`config.mk`:
```
export PLATFORM = sky130hd
export DESIGN_NAME = cache_plru_replace
export DESIGN_NICKNAME = d
export VERILOG_FILES = /design/src/rtl/cache_plru_replace.sv
export SDC_FILE = /design/constraint.sdc
export NUM_CORES = 1
export LEC_CHECK = 0
export CAP_MARGIN = 20
export CORE_MARGIN = 1
export CORE_UTILIZATION = 60
export CTS_CLUSTER_DIAMETER = 120
export DETAILED_ROUTE_END_ITERATION = 16
export GPL_ROUTABILITY_DRIVEN = 0
export PLACE_DENSITY = 0.84
export SLEW_MARGIN = 20
export SYNTH_ARGS = -nofsm -noshare
export SYNTH_HDL_FRONTEND = slang
export SYNTH_SLANG_ARGS = --single-unit
export TNS_END_PERCENT = 5
```
`constraint.sdc`:
```
create_clock -name clk -period 8.5 [get_ports clk]
set_input_delay 1.7 -clock clk [delete_from_list [all_inputs] [get_ports clk]]
set_output_delay 1.7 -clock clk [all_outputs]
set_load 0.1 [all_outputs]
```
`src/rtl/cache_plru_replace.sv`:
```
// ---------------------------------------------------------------------------
// cache_plru_replace
//
// Per-set tree pseudo-LRU replacement controller. It sits beside the tag
// array, and each operation takes two cycles:
//   - Cycle 0: the set is read. A fill request wins over an access request.
//   - Cycle 1: the victim is chosen (an invalid way first, otherwise a walk
//     of the tree) and the path to the used way is marked MRU.
// A one-deep bypass forwards a cycle-1 write to a cycle-0 read of the same
// set. Back-to-back operations on one set therefore behave like serial
// execution.
//
// Flag storage is heap indexed. Node 1 is the root, and the children of
// node n are 2n and 2n+1. A flag of 0 means the LRU side is on the left.
// Bit 0 of each flag vector is unused and held at 0.
//
// Optional feature, selected by the macro CACHE_PLRU_WAY_LOCK_EN:
//   - Locked ways are avoided by both the tree walk and the invalid-way
//     search.
//   - If every way is locked, the locks are ignored.
//   - Without the macro, lock_mask is ignored.
//
// Ports
//   clk                clock
//   reset              asynchronous active-high reset
//   fill_en            cycle 0: request a victim for fill_set
//   fill_set           set being filled
//   fill_valid         cycle 1: per-way valid bits from the tag array
//   fill_way           cycle 1: selected victim way
//   fill_way_valid     cycle 1: fill_way is meaningful
//   access_en          cycle 0: lookup in access_set
//   access_set         set being accessed
//   access_update_en   cycle 1: hit, promote access_update_way to MRU
//   access_update_way  way that hit
//   lock_mask          per-way lock (used only with CACHE_PLRU_WAY_LOCK_EN)
// ---------------------------------------------------------------------------
module cache_plru_replace #(
  parameter int NUM_SETS        = 64,
  parameter int NUM_WAYS        = 4,
  parameter int SET_INDEX_WIDTH = (NUM_SETS > 1) ? $clog2(NUM_SETS) : 1,
  parameter int WAY_INDEX_WIDTH = (NUM_WAYS > 1) ? $clog2(NUM_WAYS) : 1
) (
  input  logic                       clk,
  input  logic                       reset,
  input  logic                       fill_en,
  input  logic [SET_INDEX_WIDTH-1:0] fill_set,
  input  logic [NUM_WAYS-1:0]        fill_valid,
  output logic [WAY_INDEX_WIDTH-1:0] fill_way,
  output logic                       fill_way_valid,
  input  logic                       access_en,
  input  logic [SET_INDEX_WIDTH-1:0] access_set,
  input  logic                       access_update_en,
  input  logic [WAY_INDEX_WIDTH-1:0] access_update_way,
  input  logic [NUM_WAYS-1:0]        lock_mask
);

  localparam int LEVELS = (NUM_WAYS > 1) ? $clog2(NUM_WAYS) : 0;
  localparam logic [SET_INDEX_WIDTH:0] SET_LIMIT = (SET_INDEX_WIDTH+1)'(NUM_SETS);
  localparam logic [WAY_INDEX_WIDTH:0] WAY_LIMIT = (WAY_INDEX_WIDTH+1)'(NUM_WAYS);

  typedef logic [NUM_WAYS-1:0] flags_t;

  flags_t flag_mem [NUM_SETS];

  // Stage-1 registers
  logic [SET_INDEX_WIDTH-1:0] s1_set;
  logic                       s1_fill;
  logic                       s1_access;
  flags_t                     s1_flags;

  // Cycle-0 read path
  logic [SET_INDEX_WIDTH-1:0] rd_set;
  logic                       rd_in_range;
  flags_t                     rd_flags;

  // Cycle-1 decide/update path
  logic                       s1_in_range;
  logic [WAY_INDEX_WIDTH-1:0] walk_way;
  logic [WAY_INDEX_WIDTH-1:0] inv_way;
  logic                       inv_found;
  logic [WAY_INDEX_WIDTH-1:0] victim;
  logic [WAY_INDEX_WIDTH-1:0] upd_way;
  logic                       upd_en;
  logic                       wr_en;
  flags_t                     new_flags;

  // eff_sub[n] is 1 when the walk must not descend into heap node n.
  // Leaves sit at NUM_WAYS + way.
  logic [2*NUM_WAYS-1:0]      eff_sub;
  logic [NUM_WAYS-1:0]        eff_lock;

`ifdef CACHE_PLRU_WAY_LOCK_EN
  logic [2*NUM_WAYS-1:0]      sub_locked;

  always_comb begin
    sub_locked = '0;
    for (int w = 0; w < NUM_WAYS; w++) begin
      sub_locked[NUM_WAYS + w] = lock_mask[w];
    end
    for (int n = NUM_WAYS - 1; n >= 1; n--) begin
      sub_locked[n] = sub_locked[2*n] & sub_locked[2*n + 1];
    end
    // The root is fully locked when every way is locked; fall back to pure PLRU.
    if (sub_locked[1]) begin
      eff_sub  = '0;
      eff_lock = '0;
    end else begin
      eff_sub  = sub_locked;
      eff_lock = lock_mask;
    end
  end
`else
  logic unused_lock;
  assign unused_lock = ^lock_mask;
  assign eff_sub     = '0;
  assign eff_lock    = '0;
`endif

  // Cycle 0: select the set and read it, forwarding an update that is
  // being written to the same set this cycle.
  always_comb begin
    rd_set      = fill_en ? fill_set : access_set;
    rd_in_range = ({1'b0, rd_set} < SET_LIMIT);
    rd_flags    = '0;
    if (rd_in_range) begin
      rd_flags = flag_mem[rd_set];
    end
    if (wr_en && (s1_set == rd_set)) begin
      rd_flags = new_flags;
    end
  end

  // Cycle 1: tree walk, with a detour around fully locked subtrees.
  always_comb begin
    int node;
    int child;
    node = 1;
    for (int l = 0; l < LEVELS; l++) begin
      child = 2*node + int'(s1_flags[node]);
      if (eff_sub[child]) begin
        child = child ^ 1;
      end
      node = child;
    end
    walk_way = WAY_INDEX_WIDTH'(node - NUM_WAYS);
  end

  // Cycle 1: find the lowest-index invalid way that is not locked.
  always_comb begin
    inv_found = 1'b0;
    inv_way   = '0;
    for (int w = NUM_WAYS - 1; w >= 0; w--) begin
      if (!fill_valid[w] && !eff_lock[w]) begin
        inv_found = 1'b1;
        inv_way   = WAY_INDEX_WIDTH'(w);
      end
    end
  end

  assign victim = inv_found ? inv_way : walk_way;

  // Cycle 1: mark the used way MRU. Each flag on its path points to the
  // sibling side.
  always_comb begin
    int pidx;
    upd_way   = s1_fill ? victim : access_update_way;
    upd_en    = s1_fill | access_update_en;
    new_flags = s1_flags;
    pidx      = NUM_WAYS + int'(upd_way);
    for (int l = 0; l < LEVELS; l++) begin
      // A left child (even index) sends the LRU side to the right (1).
      new_flags[pidx / 2] = ((pidx % 2) == 0);
      pidx = pidx / 2;
    end
    new_flags[0] = 1'b0;
  end

  assign s1_in_range = ({1'b0, s1_set} < SET_LIMIT);
  assign wr_en       = upd_en & s1_in_range;

  always_ff @(posedge clk or posedge reset) begin
    if (reset) begin
      s1_set    <= '0;
      s1_fill   <= 1'b0;
      s1_access <= 1'b0;
      s1_flags  <= '0;
      for (int s = 0; s < NUM_SETS; s++) begin
        flag_mem[s] <= '0;
      end
    end else begin
      s1_set    <= rd_set;
      s1_fill   <= fill_en;
      s1_access <= access_en;
      s1_flags  <= rd_flags;
      if (wr_en) begin
        flag_mem[s1_set] <= new_flags;
      end
    end
  end

  assign fill_way_valid = s1_fill;
  assign fill_way       = s1_fill ? victim : '0;

`ifndef SYNTHESIS
  always @(posedge clk) begin
    if (!reset && access_update_en) begin
      assert (s1_access)
        else $error("access_update_en without access_en in the previous cycle");
      assert ({1'b0, access_update_way} < WAY_LIMIT)
        else $error("access_update_way out of range");
    end
  end
`endif

endmodule

```
---- Yosys cells after proc, flatten, opt, wreduce, memory -nomap -nowiden ----
Memories as Yosys holds them, arrays and structs flattened.
Index checks and enable logic that the tools add are counted.
word-level totals
  memories ................................ 2
  flip-flop bits (word level) ............. 267
  memory bits (writable) .................. 0
  output and inout port bits .............. 3
  logic and storage cells ................. 133
  memory bits (read-only) ................. 16
  input bits .............................. 27
  latch bits .............................. 0
cells by class
  equal/unequal tests ..................... 1
  bitwise gates (word level) .............. 7
  muxes and demuxes ....................... 34
  add/subtract/negate cells ............... 6
  $lt $le $gt $ge ......................... 10
  div/mod/pow operators ................... 0
  multipliers ............................. 0
  reduce and logical (&&, ||, !) cells .... 6
  shifts and indexed selects .............. 0
memory list
  name              words  width  rd ports  clocked after memory_dff  write ports  line  text
  (name not given)  8      1      1         0                         0            140   if (eff_sub[child]) begin
  (name not given)  8      1      1         0                         0            140
operators with widths
  kind                                                  count
  bitwise mux 256 bit                                   1
  adder 32 x 1 -> 32 bit                                2
  >= comparator 32 x 1 -> 1 bit, second input constant  2
  zero test 32 bit                                      2
  < comparator 32 x 4 -> 1 bit, second input constant   2
  binary-select mux 4 bit (select 6 bit)                1
  demux 4 bit (select 6 bit)                            1
  2-to-1 mux 4 bit                                      4
  >= comparator 7 bit, second input constant            2
  2-to-1 mux 1 bit                                      14
  2-to-1 mux 2 bit                                      7
  inverter 6 -> 7 bit                                   2
  bitwise mux 4 bit                                     2
  < comparator 7 x 1 -> 1 bit, second input constant    1
  equality test 6 bit                                   1
  2-to-1 mux 6 bit                                      1
  adder 4 x 1 -> 5 bit                                  1
  < comparator 5 x 4 -> 1 bit, second input constant    1
  adder 3 x 2 -> 4 bit, first input constant            1
  demux 1 bit (select 2 bit)                            2
  logical AND 1 bit                                     4
  < comparator 3 x 4 -> 1 bit, second input constant    1
  adder 2 x 1 -> 3 bit, first input constant            1
  < comparator 3 bit, second input constant             1
  other kinds (6)                                       7

---- Longest topological paths before layout ----
  depth in word-level cells ............... 27
  depth in mapped cells ................... 11
  gate-level depth less buffers ........... 8

---- Least setup slack after synthesis ----
No wires, ideal clock.
  path type ............................... input-to-output
  start ................................... input port fill_valid[3]
  end ..................................... output port fill_way[1]
  setup slack ............................. 3.360 ns
  stages on the path ...................... 1
  path buffers ............................ 0
  arrival ................................. 3.440 ns
  required time ........................... 6.800 ns
  path through ............................ a31oi_1
between the ends
  longest elaborated chain between the ends .. 6
  elaborated cells between the ends (all ways) .. 10
ends and longest elaborated chain
  element                                                                    line  text
  start: declaration                                                         47    input logic [NUM_WAYS-1:0] fill_valid,
  2-to-1 mux 2 bit / 2-to-1 mux 1 bit (equally long branches) (4 in series)  153   if (!fill_valid[w] && !eff_lock[w]) begin
  2-to-1 mux 2 bit *                                                         160   assign victim = inv_found ? inv_way : walk_way;
  2-to-1 mux 2 bit *                                                         202   assign fill_way = s1_fill ? victim : '0;
  end: declaration                                                           48    output logic [WAY_INDEX_WIDTH-1:0] fill_way,
Every way passes the cells marked *; elsewhere a longest branch is shown, timed or not.

---- Final worst setup path ----
  start ................................... input port fill_valid[0]
  end ..................................... output port fill_way[1]
between the ends
  longest elaborated chain between the ends .. 3
  elaborated cells between the ends (all ways) .. 4
ends and longest elaborated chain
  element                                                      line
  2-to-1 mux 2 bit / 2-to-1 mux 1 bit (equally long branches)  153
  2-to-1 mux 2 bit *                                           160
  2-to-1 mux 2 bit *                                           202
Marked as above.

==> flow_metrics.env <==
export IMPL_period_share_pct=64.01
export IMPL_viasPerCell=6.517
export IMPL_cp_data_arrival_time_ns=3.74
export IMPL_slew_headroom_pct=35.12
export IMPL_cts_sinks=202
export IMPL_vias=8577
export IMPL_setup_violations=0
export IMPL_end_kind="primary output"
export IMPL_grt_pass1_wl_um=44460
export IMPL_worst_pin_slew_ns=0.9701
export IMPL_fin_skew_ns=0.01476
export IMPL_dieArea_um2=17060
export IMPL_ys_warn_count=0
export IMPL_cts_buffers=22
export IMPL_ios=30
export IMPL_start_util_pct=62.04
export IMPL_grt_pass1_vias=8088
export IMPL_seq_area_frac_synth_pct=50.92
export IMPL_cp_start_kind="input pin"
export IMPL_critical_path_startpoint="fill_valid[0]"
export IMPL_cts_setup_buffers=0
export IMPL_synth_main_ff_cell="dfrtp_1"
export IMPL_syn_num_nets=1112
export IMPL_synth_cell_types=61
export IMPL_worstHoldStart="flag_mem[201]"
export IMPL_r2r_start="s1_flags[1]"
export IMPL_nets=1111
export IMPL_rows=46
export IMPL_postRouteAntennaNets=0
export IMPL_synthCells=1085
export IMPL_fin_ws_ns=3.059
export IMPL_cts_resized=0
export IMPL_crit_required_ns=6.80
export IMPL_worstPathMaxFanout=3
export IMPL_cts_hold_fix_buffers=0
export IMPL_detail_route_wl_per_cell_um=21.44
export IMPL_slew_viol_final=0
export IMPL_firstDrtPassIters=7
export IMPL_clockBufferDepth=3
export IMPL_critical_path_class="in2out"
export IMPL_synth_seq_cells=202
export IMPL_antenna_found_initial=0
export IMPL_pre_cts_ws_ns=2.921
export IMPL_drv_cap=0
export IMPL_coreArea_um2=16000
export IMPL_clkTransAtPathRegs_ns=0.06
export IMPL_finalCriticalPeriod_ns=5.441
export IMPL_vdd_drop_max_v=0.0001867
export IMPL_die_h_um=130.6
export IMPL_rsz0062_at_grt="false"
export IMPL_p_leak_uw=0.004731
export IMPL_max_freq_mhz=183.8
export IMPL_fin_total_pwr_uw=3085
export IMPL_synth_edf_count=0
export IMPL_synth_area_um2=9927
export IMPL_root_buffer="clkbuf_16"
export IMPL_place_hpwl_um=17240
export IMPL_syn2layout_area_growth_pct=11.60
export IMPL_n_fill_cell=1220
export IMPL_crit_end="fill_way[1]"
export IMPL_avgSynthCellArea_um2=9.149
export IMPL_fp_dieW_um=130.6
export IMPL_r2r_end="s1_flags[2]"
export IMPL_ff2ff_setup_slack_ns=5.64
export IMPL_cts_tree="built"
export IMPL_route_detailed_drc=0
export IMPL_async_reset_ff_share_pct=100.0
export IMPL_num_antenna_cells=0
export IMPL_clk_latency_ns=0.51
export IMPL_finalHoldViolations=0
export IMPL_overflow=0
export IMPL_drt_iter0_markers=1117
export IMPL_wl_um=28220
export IMPL_io_buffers=24
export IMPL_fin_setup_tns_ns=0
export IMPL_drive_gt1_share_pct=9.727
export IMPL_worstHoldPathType="reg2reg"
export IMPL_track_usage_pct=34.63
export IMPL_status="finished clean"
export IMPL_htreeDepth=1
export IMPL_r2r_cells=7
export IMPL_power_density_nw_per_um2=278.5
export IMPL_grt_max_degree=123
[sequential cells by signal, indices dropped and copies added, names as in the netlist]
register	count
s1_set	6
fill_way_valid	1
flag_mem	192
s1_flags	3
[cell type report]
class / count / area, um^2 / share of cell area, %
Sequential cell: 202 / 5055 / 45.63
Multi-Input combinational cell: 791 / 4489 / 40.52
Clock buffer: 26 / 606.8 / 5.478
Timing Repair Buffer: 41 / 371.6 / 3.354
Tap cell: 216 / 270.3 / 2.440
Clock inverter: 14 / 175.2 / 1.581
Inverter: 26 / 110.1 / 0.9939
[power by group]
part | switching, uW | internal, uW | total [uW]
Sequential | 173 | 1250 | 1420
Clock | 394 | 632 | 1030
Combinational | 380 | 260 | 640
Total | 947 | 2140 | 3080
[critical path: stages]
cell and delay [ns]:
clkdlybuf4s50_1 0.48, nand3_1 0.08, a31oi_1 0.29, clkdlybuf4s50_1 1.20
[cell families after synthesis]
| kind of cell | synth area share [%] |
|---|---|
| DFF | 50.92 |
| xor gates and xnor gates | 0.5294 |
| AOI/OAI and AO/OA | 17.97 |
| muxes | 8.785 |
| and+or+nand+nor | 17.56 |
| buffers and inverters | 4.235 |
[synth_stat cells (3+ instances only)]
cell      number  share of area [%]
and3_1         6               0.38
clkbuf_1      48                1.8
o22ai_1        7               0.44
xnor2_1        6               0.53
nand2b_1      15               0.95
nor3b_1        6               0.45
nand3_1       10               0.50
mux2i_1       30                3.0
inv_1         23               0.87
nor2b_1        5               0.32
a211oi_1       8               0.61
nand4_1        5               0.32
mux4_2         7                1.6
a311oi_1       8               0.71
nor2_1        98                3.7
and2_1         6               0.38
a21oi_1       85                4.3
buf_6          7               0.79
buf_2          8               0.40
o311ai_1       3               0.26
a221oi_1       3               0.26
nor4_1         8               0.50
o221ai_1       5               0.44
o211ai_1      17                1.3
dfrtp_1      202                 51
nor3_1         6               0.30
nand2_1      226                8.5
a22oi_1        5               0.38
a31oi_1        5               0.32
o21ai_0      146                7.4
and3b_1        4               0.35
mux2_2        29                3.3
[how the worst min path moves through the flow]
| stage | slack, ns | depth (start not counted) | endpoint |
|---|---|---|---|
| detailed placement | 0.47 | 2 | flag_mem[201] |
| floorplan | 0.44 | 2 | flag_mem[250] |
| global route | 0.49 | 2 | flag_mem[250] |
| CTS | 0.48 | 2 | flag_mem[201] |
| global placement | 0.45 | 2 | flag_mem[85] |
| finish | 0.48 | 2 | flag_mem[201] |
[metrics by stage]
stage / cell area, um^2 / hold WS, ns / utilization (%) / std cells
3_5_place_dp: 10290 / 0.4659 / 64.33 / 1276
4_1_cts: 11070 / 0.4792 / 69.21 / 1316
2_1_floorplan: 9927 / 0.4413 / - / 1085
3_3_place_gp: 10290 / 0.4545 / 64.33 / 1276
6_report: 11080 / 0.4761 / 69.24 / 1316
5_1_grt: 11080 / 0.4910 / 69.24 / 1316
[layer usage]
metal	part of all wire [%]	global-route usage, %	vias to the layer above	wire length [um]
met4	5.9	16.84	0	1655
met5	0	0	-	0
met3	12	9.080	168	3467
met1	38	46.86	4041	10640
li1	-	-	3790	-
met2	44	52.23	578	12460
[cells in the final DEF, fill, tap and decap left out, types with 8 or more instances in the layout]
cell / count
nor2_1: 98
mux2_2: 29
o211ai_1: 17
nand3_1: 10
clkdlybuf4s50_1: 24
dfrtp_1: 202
nand2_1: 226
clkbuf_16: 23
a311oi_1: 8
a21oi_1: 84
nand2b_1: 15
clkinv_2: 8
mux2i_1: 28
inv_1: 22
a211oi_1: 8
nor4_1: 8
buf_4: 16
o21ai_0: 146
(Power assumes the default switching activity.)
